--- src/rtl/com_rx_fifo.sv ---
// com_rx_fifo: first-word-fall-through receive byte buffer between the UART receiver and the serial controller,
// with a sticky overflow flag and an interrupt on fill threshold or idle timeout.
module com_rx_fifo #(
    parameter int DEPTH     = 16,
    parameter int THRESHOLD = 8,
    parameter int TIMEOUT   = 4000
) (
    input  logic                    clk,
    input  logic                    rst,
    input  logic                    rxdReady_i,
    input  logic [7:0]              rxdData_i,
    input  logic                    pop_i,
    input  logic                    clearOverflow_i,
    output logic [7:0]              data_o,
    output logic                    valid_o,
    output logic [$clog2(DEPTH):0]  count_o,
    output logic                    full_o,
    output logic                    overflow_o,
    output logic                    int_o
);
    localparam int AW = $clog2(DEPTH);
    localparam int CW = AW + 1;
    localparam int TW = $clog2(TIMEOUT + 1);

    logic [7:0]    mem_q [DEPTH];
    logic [AW-1:0] rd_q, rd_d, wr_q, wr_d;
    logic [CW-1:0] count_q, count_d;
    logic [TW-1:0] timer_q, timer_d;
    logic          prev_q, armed_q, ovf_q, ovf_d, int_q, int_d;
    logic          push, pop_eff, push_eff;

    always_comb begin
        // armed_q blocks a strobe that was already high when reset released
        push     = rxdReady_i & ~prev_q & armed_q;
        pop_eff  = pop_i & (count_q != '0);
        push_eff = push & ((count_q != CW'(DEPTH)) | pop_eff);
        rd_d     = rd_q + AW'(pop_eff);
        wr_d     = wr_q + AW'(push_eff);
        count_d  = count_q + CW'(push_eff) - CW'(pop_eff);
        ovf_d    = (push & ~push_eff) | (ovf_q & ~clearOverflow_i);
        timer_d  = (push_eff | pop_eff | (count_q == '0)) ? '0 :
                   (timer_q == TW'(TIMEOUT)) ? timer_q : timer_q + TW'(1);
        int_d    = (count_q >= CW'(THRESHOLD)) | (timer_q == TW'(TIMEOUT));
    end

    always_ff @(posedge clk or posedge rst) begin
        if (rst) begin
            prev_q  <= 1'b0;
            armed_q <= 1'b0;
            rd_q    <= '0;
            wr_q    <= '0;
            count_q <= '0;
            timer_q <= '0;
            ovf_q   <= 1'b0;
            int_q   <= 1'b0;
        end else begin
            prev_q  <= rxdReady_i;
            armed_q <= armed_q | ~rxdReady_i;
            rd_q    <= rd_d;
            wr_q    <= wr_d;
            count_q <= count_d;
            timer_q <= timer_d;
            ovf_q   <= ovf_d;
            int_q   <= int_d;
        end
    end

    always_ff @(posedge clk) begin
        if (push_eff) mem_q[wr_q] <= rxdData_i;
    end

    assign valid_o    = count_q != '0;
    assign data_o     = valid_o ? mem_q[rd_q] : 8'h00;
    assign count_o    = count_q;
    assign full_o     = count_q == CW'(DEPTH);
    assign overflow_o = ovf_q;
    assign int_o      = int_q;
endmodule

--- config.mk ---
export PLATFORM = sky130hd
export DESIGN_NAME = com_rx_fifo
export DESIGN_NICKNAME = d
export VERILOG_FILES = /design/src/rtl/com_rx_fifo.sv
export SDC_FILE = /design/constraint.sdc
export NUM_CORES = 1
export LEC_CHECK = 0
export ABC_CLOCK_PERIOD_IN_PS = 3550
export CAP_MARGIN = 20
export CELL_PAD_IN_SITES_DETAIL_PLACEMENT = 0
export CELL_PAD_IN_SITES_GLOBAL_PLACEMENT = 2
export CORE_MARGIN = 3
export CORE_UTILIZATION = 46
export DETAILED_ROUTE_END_ITERATION = 8
export GPL_ROUTABILITY_DRIVEN = 0
export PLACE_DENSITY = 0.86
export SYNTH_ARGS = -nofsm -noshare
export SYNTH_HDL_FRONTEND = slang
export SYNTH_SLANG_ARGS = --single-unit
--- constraint.sdc ---
create_clock -name clk -period 3.55 [get_ports clk]
set_input_delay 0.71 -clock clk [delete_from_list [all_inputs] [get_ports clk]]
set_output_delay 0.71 -clock clk [all_outputs]
set_load 0.005 [all_outputs]
-- After elaboration in Yosys (flattened, before gate mapping)
Memory sizes are Yosys's and may differ from the RTL's.
Cells that the tools add are included.
- ROM bits: 0
- input port bits: 13
- word-level logic and storage cells: 42
- latch bits: 0
- flip-flop bits (word level): 29
- RAM bits: 128
- memories: 1
- output and inout bits: 17
- memory list (memory ; depth ; width ; rd ports ; clocked after Yosys merged registers in ; wr ports ; RTL line ; source):
    mem_q ; 16 ; 8 ; 1 ; 0 ; 1 ; 25 ; logic [7:0] mem_q [DEPTH];
- bitwise gates (word level): 16
- shifts and indexed selects: 0
- mux-type cells: 5
- $add $sub $neg: 5
- divide/modulo/power cells: 0
- $mul: 0
- reduce and logical (&&, ||, !) cells: 2
- equal/unequal tests: 4
- magnitude comparators: 1
- operator list (cell ; number):
    $mux 12 ; 2
    $add 12x1->12 const B ; 1
    $eq 12x12->1 const B ; 1
    $add 4x1->4 ; 2
    $mux 8 ; 1
    $and 1x1->1 ; 6
    $or 1x1->1 ; 6
    $add 5x1->5 ; 1
    $eq 5x5->1 const B ; 1
    $ge 5x4->1 const B ; 1
    $logic_not 5->1 ; 1
    $ne 5x5->1 const B ; 1
    $reduce_bool 5->1 ; 1
    $sub 5x1->5 ; 1
    $not 1->1 ; 4
    $mux 1 ; 2
    $ne 2x2->1 const B ; 1

-- Depth between registers and ports, before layout
Gate-level depths: netlist (run 1).
- depth in word-level cells: 7
- mapped depth: 12
- mapped depth without buffers: 12

-- Worst setup path before layout (run 1)
OpenSTA, ideal clock, no wires.
- path kind: reg-to-reg
- start point: register count_q[2], in the netlist count_o[2]
- end point: register count_q[4], in the netlist count_o[4]
- arrival: 2.732 ns
- slack: 0.739 ns
- library setup time: 0.079 ns
- required time: 3.471 ns
- period minus slack after synthesis: 2.811 ns
- stages on the path, launching flop included: 13
- cell sequence: dfrtp_1 -> inv_1 -> ha_1 -> or4b_2 -> and2_1 -> inv_1 -> ha_1 -> ha_1 -> fa_1 -> a21oi_1 -> nor2_1 -> nor2_1 -> xor2_1
- longest elaborated chain between the ends: 6
- elaborated cells between the ends (all ways): 7
- those cells by class: add/sub (2); eq/ne (1); bitwise (3); reduce/logical (1)
- ends and longest elaborated chain (what ; RTL line ; source):
    start: declaration ; 27 ; logic [CW-1:0] count_q, count_d;
    start signal: assignment ; 61 ; count_q <= count_d;
    $reduce_bool 5->1 ; 35 ; pop_eff = pop_i & (count_q != '0);
    $and 1x1->1 ; 35 ;
    $or 1x1->1 ; 36 ; push_eff = push & ((count_q != CW'(DEPTH)) | pop_eff);
    $and 1x1->1 ; 36 ;
    $add 5x1->5 ; 39 ; count_d = count_q + CW'(push_eff) - CW'(pop_eff);
    $sub 5x1->5 * ; 39 ;
    named net count_d[4] ; 27 ;
The timed path passes the listed nets; every way through them passes the cells marked *.
A chain may end at the register's enable or synchronous reset.

-- Worst setup path in the final report (run 1)
- start point: register rd_q[1]
- end point: output data_o[4]
- longest elaborated chain between the ends: 2
- ends and longest elaborated chain (what ; RTL line ; source):
    start: declaration ; 26 ; logic [AW-1:0] rd_q, rd_d, wr_q, wr_d;
    start signal: assignment ; 59 ; rd_q <= rd_d;
    $mem_v2 16x8 ; n/a ;
    $mux 8 ; 73 ; assign data_o = valid_o ? mem_q[rd_q] : 8'h00;
    end: declaration ; 14 ; output logic [7:0] data_o,
No other way between the ends.

==> results.md, run 1 <==
* Endpoints failing setup at 0
* Die outline width at 125 um
* Gr ovfl total at 0
* Routed wire per std cell at 20.4 um
* Worst hold margin at 472 ps
* WL final at 12400 um
* Normalized max-slew margin at 0.547
* Bufs on Longest Clock Path at 2
* Synth async-reset ratio at 0.185
* Clk root buf: clkbuf_16
* Clock sink count at 157
* F_max at 0.295 GHz
* Fin crit share at 0.956
* Total CTS buffers at 17
* Nets@finish at between 400 and 500
* Clk_lat worst skew at 410 ps
* Sequential-to-total area share from yosys stat at 0.703
* Hpwl dp at 8080 um
* Crit path DAT at 2690 ps
* Slowest cell on the critical path: mux4_1
* Core area at 13500 sq um
* Largest family of logic cells by synthesized area: multiplexers
* CTS tree: done
* Worst vdd ir at 0.326 mV
* Pwr/cell area at 754 nW/um^2
* Hold Path Origin: armed_q
* Largest cells by area after synthesis: edfxtp_1 (59%), dfrtp_1 (11%), mux4_2 (7.6%), mux4_1 (3.6%), ha_1 (2.7%)
* Synth Area in XOR/XNOR at 0.0189
* Via count at 3417
* First-pass GRT wire length at 19700 um
* TNS Setup at 0 ps
* Layout cell share with drive strength beyond 1 at 0.199
* Worst-path fanout max at 14
* Worst min path class: reg2reg
* Synth Register Bits at 157
* Worst hold path depth at 1
* Multiplexer area fraction after synthesis at 0.142
* GRT Total Usage at 0.167
* Row Count at 42
* Compound-Gate Fraction of Synth Area at 0.0252
* Worst-Margin Slew at slightly below 700 ps
* RSZ-0062 raised after global routing: no
* Clk slew on worst S/H paths at 60 ps
* Layout area overhead at 18.7%
* MaxCap Viol Count at 0
* Via density at 5.61
* Net count after synthesis at 392
* DRC viols at 0
* Synthesized area at between 6000 and 7000 sq um
* Worst r2r path cells at 12
* Layout Skew at 7.42 ps
* Initial DRC Count at 290
* Crit path cell chain: buf_6, mux4_1, mux2_2, o21ai_0, a21oi_1, clkdlybuf4s50_1
* Initial Util at 0.481
* Period minus WS final at roughly 3400 ps
* Initial antenna violation count at 0
* Die Y at ~120 um
* Pin count of the biggest net entering global routing at 30
* Setup bufs post-CTS at 0
* Yosys warns at 0
* Post-synth EDFFs at 128
* CP Capture Type: output port
* Top-area cell type share of the netlist area at 0.591
* Largest stage delay, worst path at 570 ps
* Status: completed
* Post-synthesis simple-gate area fraction at 0.0587
* Critical path class: reg2out
* LEAKAGE at ~0.0028 uW
* Post-Syn Instances at 364
* Max Slew Vio Count at 0
* Drt first pass iters at 4
* Adder-cell share of the synthesized area at 0.0300
* Die area at 15600 sq um
* Vias in the first global route at 3492
* Post-synth cell types at 43
* Crit path required time at 2840 ps
* Post-synth top area cell: edfxtp_1
* Post-route ant nets at 0
* Primary FF master, synth: edfxtp_1
* Synthesized area per cell at 17.9 sq um
* I/O pins at 30
* Worst reg2reg path startpoint: count_o[2]
* Startpoint Class: flip-flop
* Buffers on Ports at 29
* N_diodes at 0
* Crit path from: rd_q[1]
* Final Hold Vio Count at 0
* H-tree lvl count at 4
metal layers:
| layer | up-vias | share of wire | global-route usage | wire (um) |
|---|---|---|---|---|
| met5 | - | 0 | 0 | 0 |
| met3 | 15 | 0.049 | 0.0395 | 603 |
| li1 | 1546 | - | - | - |
| met1 | 1778 | 0.47 | 0.240 | 5810 |
| met4 | 0 | 0.013 | 0.0536 | 162 |
| met2 | 78 | 0.47 | 0.256 | 5830 |
synthesized netlist by cell type, types with 2 or more instances:
master and instances:
nand4_1 2, mux2i_1 11, a21oi_1 11, a21o_1 2, mux4_1 9, xnor2_1 4
ha_1 14, mux2_2 7, nand2b_1 5, nor3_1 11, xor2_1 10, clkbuf_1 4
and2_1 2, nor4_1 2, nand3_1 9, inv_1 13, mux4_2 22, nand2_1 13
buf_2 7, nor4bb_1 2, nor2_1 17, o22ai_1 2, a31oi_1 2, dfrtp_1 29
edfxtp_1 128, buf_6 2, o21ai_0 6, or4_1 2, nand3b_1 2
flip-flops by register name (all words and copies together) (netlist names):
| register | count |
|---|---|
| int_o | 1 |
| count_o | 5 |
| prev_q | 1 |
| wr_q | 4 |
| armed_q | 1 |
| overflow_o | 1 |
| rd_q | 4 |
| mem_q | 128 |
| timer_q | 12 |
area by class of cell:
| cell class | instances | area, sq um |
|---|---|---|
| Timing Repair Buffer | 54 | 507 |
| Clock buffer | 18 | 429 |
| Inverter | 13 | 48.8 |
| Clock inverter | 12 | 146 |
| Fill cell | 1013 | 5780 |
| Sequential cell | 157 | 4570 |
| Tap cell | 176 | 220 |
| Multi-Input combinational cell | 179 | 1800 |
metrics by stage:
| step | area (sq um) | power [uW] | setup WS [ps] | std cells | util |
|---|---|---|---|---|---|
| detailed placement | 7140 | 4090 | 434 | 579 | 0.529 |
| floorplan | 6500 | 3450 | 739 | 364 | - |
| finish | 7720 | 5820 | 155 | 609 | 0.572 |
| global placement | 7140 | 4070 | 476 | 579 | 0.529 |
| CTS | 7710 | 5870 | 60.0 | 609 | 0.571 |
| global route | 7720 | 6120 | 28.2 | 609 | 0.572 |
critical path, delay by kind of cell (launching register included):
kind / cells / cell delay, ps
mux: 2 / 840
compound gates: 2 / 210
buf+inv: 2 / 740
flops: 1 / 480
power breakdown:
group	total (uW)	internal, uW	switching (uW)
Sequential	2360	2170	186
Combinational	1700	931	766
Clock	1770	1090	674
cells by family after synthesis:
family / Yosys count
adder cells (fa/ha/maj): 15
flip-flops: 157
AO/OA/AOI/OAI: 28
buffers and inverters: 28
AND/OR/NAND/NOR: 73
XOR/XNOR: 14
multiplexers: 49
cells in the final DEF (no fill, tap or decap), types with 5 or more instances in the layout:
cell | synthesis | final
ha_1 | 14 | 14
inv_1 | 13 | 13
nor3_1 | 11 | 11
edfxtp_1 | 128 | 128
nor2_1 | 17 | 17
mux4_2 | 22 | 22
mux2i_1 | 11 | 11
nand3_1 | 9 | 9
mux2_2 | 7 | 7
xor2_1 | 10 | 10
mux4_1 | 9 | 9
a21oi_1 | 11 | 11
clkbuf_16 | 0 | 17
clkdlybuf4s50_1 | 0 | 29
buf_4 | 1 | 22
nand2b_1 | 5 | 5
o21ai_0 | 6 | 6
dfrtp_1 | 29 | 29
nand2_1 | 13 | 13
path summary, 6_finish.rpt:
path | endpoint | slack, ps
worst max-delay path | data_o[4] | 150
worst min-delay path | armed_q | 470
worst max register to register | count_o[4] | 630
worst min register to register | armed_q | 470
max in group asynchronous | timer_q[8] | 2590
min in group asynchronous | timer_q[3] | 680
repair_timing:
item	CTS	global route
hold buffers	0	0
endpoints found under the setup margin	0	6
resized for setup	0	2
(Power assumes the default switching activity.)
==> run 2: changes to the inputs <==
Settings changed: SLEW_MARGIN from default to 20.
==> results of run 2 <==
Same layout as run 1: the final DEF is identical, and so are final timing and power.
